### src/rtl/dmem_lsu.sv
// Load/store initiator for DataMem: one request at a time, RMW for SB/SH, extended load data.
// Optional build macro MISALIGN_TRAP_EN turns misaligned H/HU/W accesses into errors.
module dmem_lsu #(
    parameter int MEM_BYTES   = 256,
    parameter int RANGE_CHECK = 1
) (
    input  logic        clk,
    input  logic        rst,
    input  logic        req_valid,
    output logic        req_ready,
    input  logic        req_store,
    input  logic [2:0]  req_funct3,
    input  logic [31:0] req_addr,
    input  logic [31:0] req_wdata,
    output logic        resp_valid,
    input  logic        resp_ready,
    output logic [31:0] resp_rdata,
    output logic        resp_err,
    output logic [31:0] dm_read_addr,
    output logic [31:0] dm_write_data_rs2,
    output logic        dm_write_en,
    input  logic [31:0] dm_read_data
);

    // state   | meaning
    // S_IDLE  | ready for a request
    // S_READ  | word read: load extract or sub-word merge
    // S_WRITE | single-cycle memory write
    // S_RESP  | response held until resp_ready
    localparam logic [1:0] S_IDLE  = 2'd0;
    localparam logic [1:0] S_READ  = 2'd1;
    localparam logic [1:0] S_WRITE = 2'd2;
    localparam logic [1:0] S_RESP  = 2'd3;

    logic [1:0]  state_q, state_d;
    logic        store_q, store_d;
    logic [2:0]  funct3_q, funct3_d;
    logic [1:0]  addr_lo_q, addr_lo_d;
    logic [15:0] wdata_q, wdata_d;
    logic        req_ready_q, req_ready_d;
    logic        resp_valid_q, resp_valid_d;
    logic [31:0] resp_rdata_q, resp_rdata_d;
    logic        resp_err_q, resp_err_d;
    logic [31:0] dm_read_addr_q, dm_read_addr_d;
    logic [31:0] dm_wdata_q, dm_wdata_d;
    logic        dm_we_q, dm_we_d;

    logic        req_illegal, req_range, req_misalign, req_error;
    logic [4:0]  lane_sh;
    logic [7:0]  rd_byte;
    logic [15:0] rd_half;
    logic [31:0] merged;

    always_comb begin
        req_illegal = (req_funct3 == 3'b011) || (req_funct3[2:1] == 2'b11)
                      || (req_store && req_funct3[2]);
        req_range   = (RANGE_CHECK != 0) && (req_addr >= 32'(MEM_BYTES));
`ifdef MISALIGN_TRAP_EN
        req_misalign = ((req_funct3[1:0] == 2'b01) && req_addr[0])
                       || ((req_funct3[1:0] == 2'b10) && (req_addr[1:0] != 2'b00));
`else
        req_misalign = 1'b0;
`endif
        req_error = req_illegal || req_range || req_misalign;
    end

    // Byte lane k lives at bits [8k+7:8k]; halves follow addr[1] only.
    always_comb begin
        lane_sh = {addr_lo_q, 3'b000};
        rd_byte = dm_read_data[lane_sh +: 8];
        rd_half = addr_lo_q[1] ? dm_read_data[31:16] : dm_read_data[15:0];
        merged  = dm_read_data;
        if (funct3_q[1:0] == 2'b00) begin
            merged[lane_sh +: 8] = wdata_q[7:0];
        end else if (addr_lo_q[1]) begin
            merged[31:16] = wdata_q;
        end else begin
            merged[15:0] = wdata_q;
        end
    end

    always_comb begin
        state_d        = state_q;
        store_d        = store_q;
        funct3_d       = funct3_q;
        addr_lo_d      = addr_lo_q;
        wdata_d        = wdata_q;
        resp_rdata_d   = resp_rdata_q;
        resp_err_d     = resp_err_q;
        dm_read_addr_d = dm_read_addr_q;
        dm_wdata_d     = dm_wdata_q;
        case (state_q)
            S_IDLE: begin
                if (req_valid && req_ready_q) begin
                    store_d      = req_store;
                    funct3_d     = req_funct3;
                    addr_lo_d    = req_addr[1:0];
                    wdata_d      = req_wdata[15:0];
                    resp_rdata_d = 32'd0;
                    resp_err_d   = req_error;
                    if (req_error) begin
                        state_d = S_RESP;
                    end else begin
                        dm_read_addr_d = {2'b00, req_addr[31:2]};
                        if (req_store && (req_funct3 == 3'b010)) begin
                            dm_wdata_d = req_wdata;
                            state_d    = S_WRITE;
                        end else begin
                            state_d = S_READ;
                        end
                    end
                end
            end
            S_READ: begin
                if (store_q) begin
                    dm_wdata_d = merged;
                    state_d    = S_WRITE;
                end else begin
                    case (funct3_q[1:0])
                        2'b00:   resp_rdata_d = {{24{rd_byte[7] & ~funct3_q[2]}}, rd_byte};
                        2'b01:   resp_rdata_d = {{16{rd_half[15] & ~funct3_q[2]}}, rd_half};
                        default: resp_rdata_d = dm_read_data;
                    endcase
                    state_d = S_RESP;
                end
            end
            S_WRITE: state_d = S_RESP;
            default: begin
                if (resp_ready) begin
                    state_d = S_IDLE;
                end
            end
        endcase
        req_ready_d  = (state_d == S_IDLE);
        resp_valid_d = (state_d == S_RESP);
        dm_we_d      = (state_d == S_WRITE);
    end

    always_ff @(posedge clk) begin
        if (rst) begin
            state_q        <= S_IDLE;
            store_q        <= 1'b0;
            funct3_q       <= 3'd0;
            addr_lo_q      <= 2'd0;
            wdata_q        <= 16'd0;
            req_ready_q    <= 1'b0;
            resp_valid_q   <= 1'b0;
            resp_rdata_q   <= 32'd0;
            resp_err_q     <= 1'b0;
            dm_read_addr_q <= 32'd0;
            dm_wdata_q     <= 32'd0;
            dm_we_q        <= 1'b0;
        end else begin
            state_q        <= state_d;
            store_q        <= store_d;
            funct3_q       <= funct3_d;
            addr_lo_q      <= addr_lo_d;
            wdata_q        <= wdata_d;
            req_ready_q    <= req_ready_d;
            resp_valid_q   <= resp_valid_d;
            resp_rdata_q   <= resp_rdata_d;
            resp_err_q     <= resp_err_d;
            dm_read_addr_q <= dm_read_addr_d;
            dm_wdata_q     <= dm_wdata_d;
            dm_we_q        <= dm_we_d;
        end
    end

    assign req_ready         = req_ready_q;
    assign resp_valid        = resp_valid_q;
    assign resp_rdata        = resp_rdata_q;
    assign resp_err          = resp_err_q;
    assign dm_read_addr      = dm_read_addr_q;
    assign dm_write_data_rs2 = dm_wdata_q;
    assign dm_write_en       = dm_we_q;

endmodule

### config.mk
export PLATFORM = sky130hd
export DESIGN_NAME = dmem_lsu
export DESIGN_NICKNAME = d
export VERILOG_FILES = /design/src/rtl/dmem_lsu.sv
export SDC_FILE = /design/constraint.sdc
export NUM_CORES = 1
export LEC_CHECK = 0
export BUFFER_PORTS_ARGS = -buffer_cell sky130_fd_sc_hd__buf_4
export CAP_MARGIN = 20
export CORE_ASPECT_RATIO = 1.75
export CORE_MARGIN = 2
export CORE_UTILIZATION = 45
export CTS_CLUSTER_SIZE = 12
export DETAILED_ROUTE_END_ITERATION = 10
export GPL_ROUTABILITY_DRIVEN = 0
export PLACE_DENSITY = 0.8
export SYNTH_ARGS = -nofsm -noshare
export SYNTH_HDL_FRONTEND = slang
export SYNTH_SLANG_ARGS = --single-unit
### constraint.sdc
create_clock -name clk -period 2.5 [get_ports clk]
set_clock_uncertainty 0.1 [all_clocks]
set_input_delay 0.25 -clock clk [delete_from_list [all_inputs] [get_ports clk]]
set_output_delay 0.25 -clock clk [all_outputs]
set_load 0.05 [all_outputs]
==> reports/qor.yml <==
cts:
  cts_buffers: 17
  clockBufferDepth: 2
  clk_pin_slew_ps: 60
  cts_tree: "built"
  cts-root-buf: "clkbuf_16"
  cts_setup_buffers: 0
  clock-sinks: 122
  htree_levels: 4
  clk_latency_ps: 420
synth:
  seq_area_frac_synth: 0.398
  synth_warnings: 0
  yosys.area.top_type_share: 0.398
  synth-seq-cells: 122
  synth_edf_count: 0
  synth_area_leaders: "dfxtp_1 40%, a21oi_1 7.8%, mux2i_1 7.7%, nand2_1 5.4%, a221o_1 5.2%"
  syn_area_um2: 6130
  syn_area_per_cell_um2: 8.84
  synth_top_area_cell: "dfxtp_1"
  synth_flop_cell: "dfxtp_1"
  netlist-cell-type-count: 51
  synthCells: 694
  async_reset_ff_frac: 0
setup_path:
  r2r-start: "state_q[0]"
  r2r_cells: 7
  cp_max_fo: 5
  r2r_end: "resp_valid"
  required_ps: 2730
  start_kind: "flop"
  critPathMaxStageDelay_ps: 450
  cp_slowest_cell: "a21boi_1"
  crit_arrival_ps: 2570
  crit_chain: "inv_1 -> ha_1 -> a21boi_1 -> a2111oi_2 -> and2_1 -> a311o_1 -> nor3_1"
  r2r_slack_ps: 170
  endpoint_kind: "flop"
  crit_type: "flop to flop"
worst_hold_path:
  min_path_cells: 3
  holdPathEnd: "funct3_q[2]"
  worstHoldPathType: "input port to flop"
  hold_path.startpoint: "req_funct3[2]"
floorplan:
  dieHeight_um: 158
  initial_core_util: 0.458
  floorplan.rows: 56
  die_area_um2: 14600
  core_um2: 13400
  pin_count: 204
  fp.dieW_um: 92.3
timing:
  fmax_mhz: 429
  finalMaxSlewViolations: 0
  hold_ws_ps: 18.0
  final.setup.tns_ps: 0
  tightest_slew_ps: 624
  period_minus_slack_ps: 2330
  setup_viol: 0
  rsz0062_at_grt: "false"
  fin_crit_sh: 0.933
  maxSlewHeadroom: 0.581
  finalHoldViolCount: 0
flow_run:
  cap_viol_max_count: 0
route:
  drt_iter0_drc: 469
  vias: 6396
  antenna_left: 0
  wl_per_cell_um: 19.4
  drt_wl_total_um: 21300
  firstDrtPassIters: 6
  drc: 0
  post_drt_via_cell_ratio: 5.84
placed_design:
  io_buffers: 201
  dp_hpwl_um: 15100
cells_and_area:
  diodes: 0
  syn2layout_area_growth_pct: 41.7
  layout.nets: 1022
  final_common_cell: "buf_4"
  layout_common_cells: "223 x buf_4, 121 x dfxtp_1, 96 x a21oi_1, 88 x nand2_1, 47 x mux2i_1"
  layout-drive-gt1-share: 0.311
  nFillCells: 1092
global_route:
  grt_pass1_vias: 6223
  antenna_found_initial: 0
  grt_max_degree: 67
  grt_pass1_wl_um: 32500
  gr-usage-all-layers: 0.287
  overflow: 0
outcome:
  status: "complete, no violations"
pwr:
  p_leak_nw: 3.46
  ir_worst_vdd_v: 0.000536
  powerDensity_nw_per_um2: 939
==> how the worst max path moves through the flow <==
stage                             from                     to  slack [ps]  cells past startpoint
after floorplan           addr_lo_q[1]  dm_write_data_rs2[20]         180                      8
after global placement    addr_lo_q[0]  dm_write_data_rs2[16]         130                      8
after detailed placement  addr_lo_q[0]  dm_write_data_rs2[19]          50                      8
after CTS                   state_q[0]                store_q          20                      7
after global routing      addr_lo_q[1]         resp_rdata[13]          30                      6
final                       state_q[0]             resp_valid         170                      7
==> flip-flops by register name (all words and copies together) (netlist names) <==
register and flops:
dm_write_data_rs2 32, resp_rdata 32, dm_read_addr 30, wdata_q 16, funct3_q 3, addr_lo_q 2
state_q 2, dm_write_en 1, req_ready 1, resp_err 1, resp_valid 1, store_q 1
==> worst max-delay path: cells and delay by family (launching register included) <==
family / cells / cell delay [ps]
simple gates: 2 / 390
flops: 1 / 360
fa+ha+maj: 1 / 310
compound gates: 3 / 960
buf+inv: 1 / 130
==> repair_timing <==
| action | 4_1_cts | 5_1_grt |
|---|---|---|
| hold buffers | 27 | 0 |
| hold endpoints to repair | 26 | 0 |
| gates resized for setup | 0 | 4 |
| setup endpoints to repair | 0 | 14 |
==> metal layers <==
metal,part of all wire,global-route usage,up-vias
met4,0.063,0.183,0
met5,0,0,-
met2,0.51,0.519,360
li1,-,-,3002
met3,0.077,0.0653,78
met1,0.35,0.298,2956
==> metrics by stage <==
stage          setup WS, ps  instance area [um^2]  power, mW  instances  utilization
3_3_place_gp            129                  7810       5.60       1037        0.583
4_1_cts                17.5                  8670       8.14       1096        0.648
2_1_floorplan           183                  6140       4.69        695            -
5_1_grt                31.7                  8690       8.51       1096        0.650
3_5_place_dp           47.1                  7810       5.64       1037        0.583
6_report                167                  8690       8.16       1096        0.650
==> Yosys cell counts (10+ instances only) <==
cell,n
a211oi_1,22
a211oi_2,10
a21oi_1,96
a221o_1,32
a22oi_1,33
and2_1,26
clkbuf_1,37
dfxtp_1,122
mux2i_1,47
nand2_1,88
nor2_1,15
nor2b_1,20
nor3_1,12
o21ai_0,16
o21ai_1,11
==> report_power, final <==
group	internal, mW	switching, mW
sequential	2.20	0.185
clock	1.48	0.964
combinational	1.18	2.16
==> final cells by class <==
cell class / count / area (um^2) / share of cell area
multi-input cells: 505 / 3400 / 0.391
flip-flops and latches: 122 / 2440 / 0.281
repair buffers: 253 / 2000 / 0.231
clock buffers: 17 / 425 / 0.0489
well taps: 174 / 218 / 0.0250
clock inverters: 15 / 166 / 0.0191
inverters: 10 / 37.5 / 0.00432
==> cells by family (layout without fill, tap and decap cells) <==
logic type / count (synthesis) / in the layout / share of synthesized area
DFF: 122 / 122 / 0.398
and+or+nand+nor: 191 / 191 / 0.162
buffers and inverters: 68 / 295 / 0.0524
AOI/OAI and AO/OA: 255 / 255 / 0.290
muxes: 48 / 48 / 0.0785
adders and majority gates: 9 / 9 / 0.0184
other: 1 / 2 / 0.000611
Power figures use the tool's default switching activity.
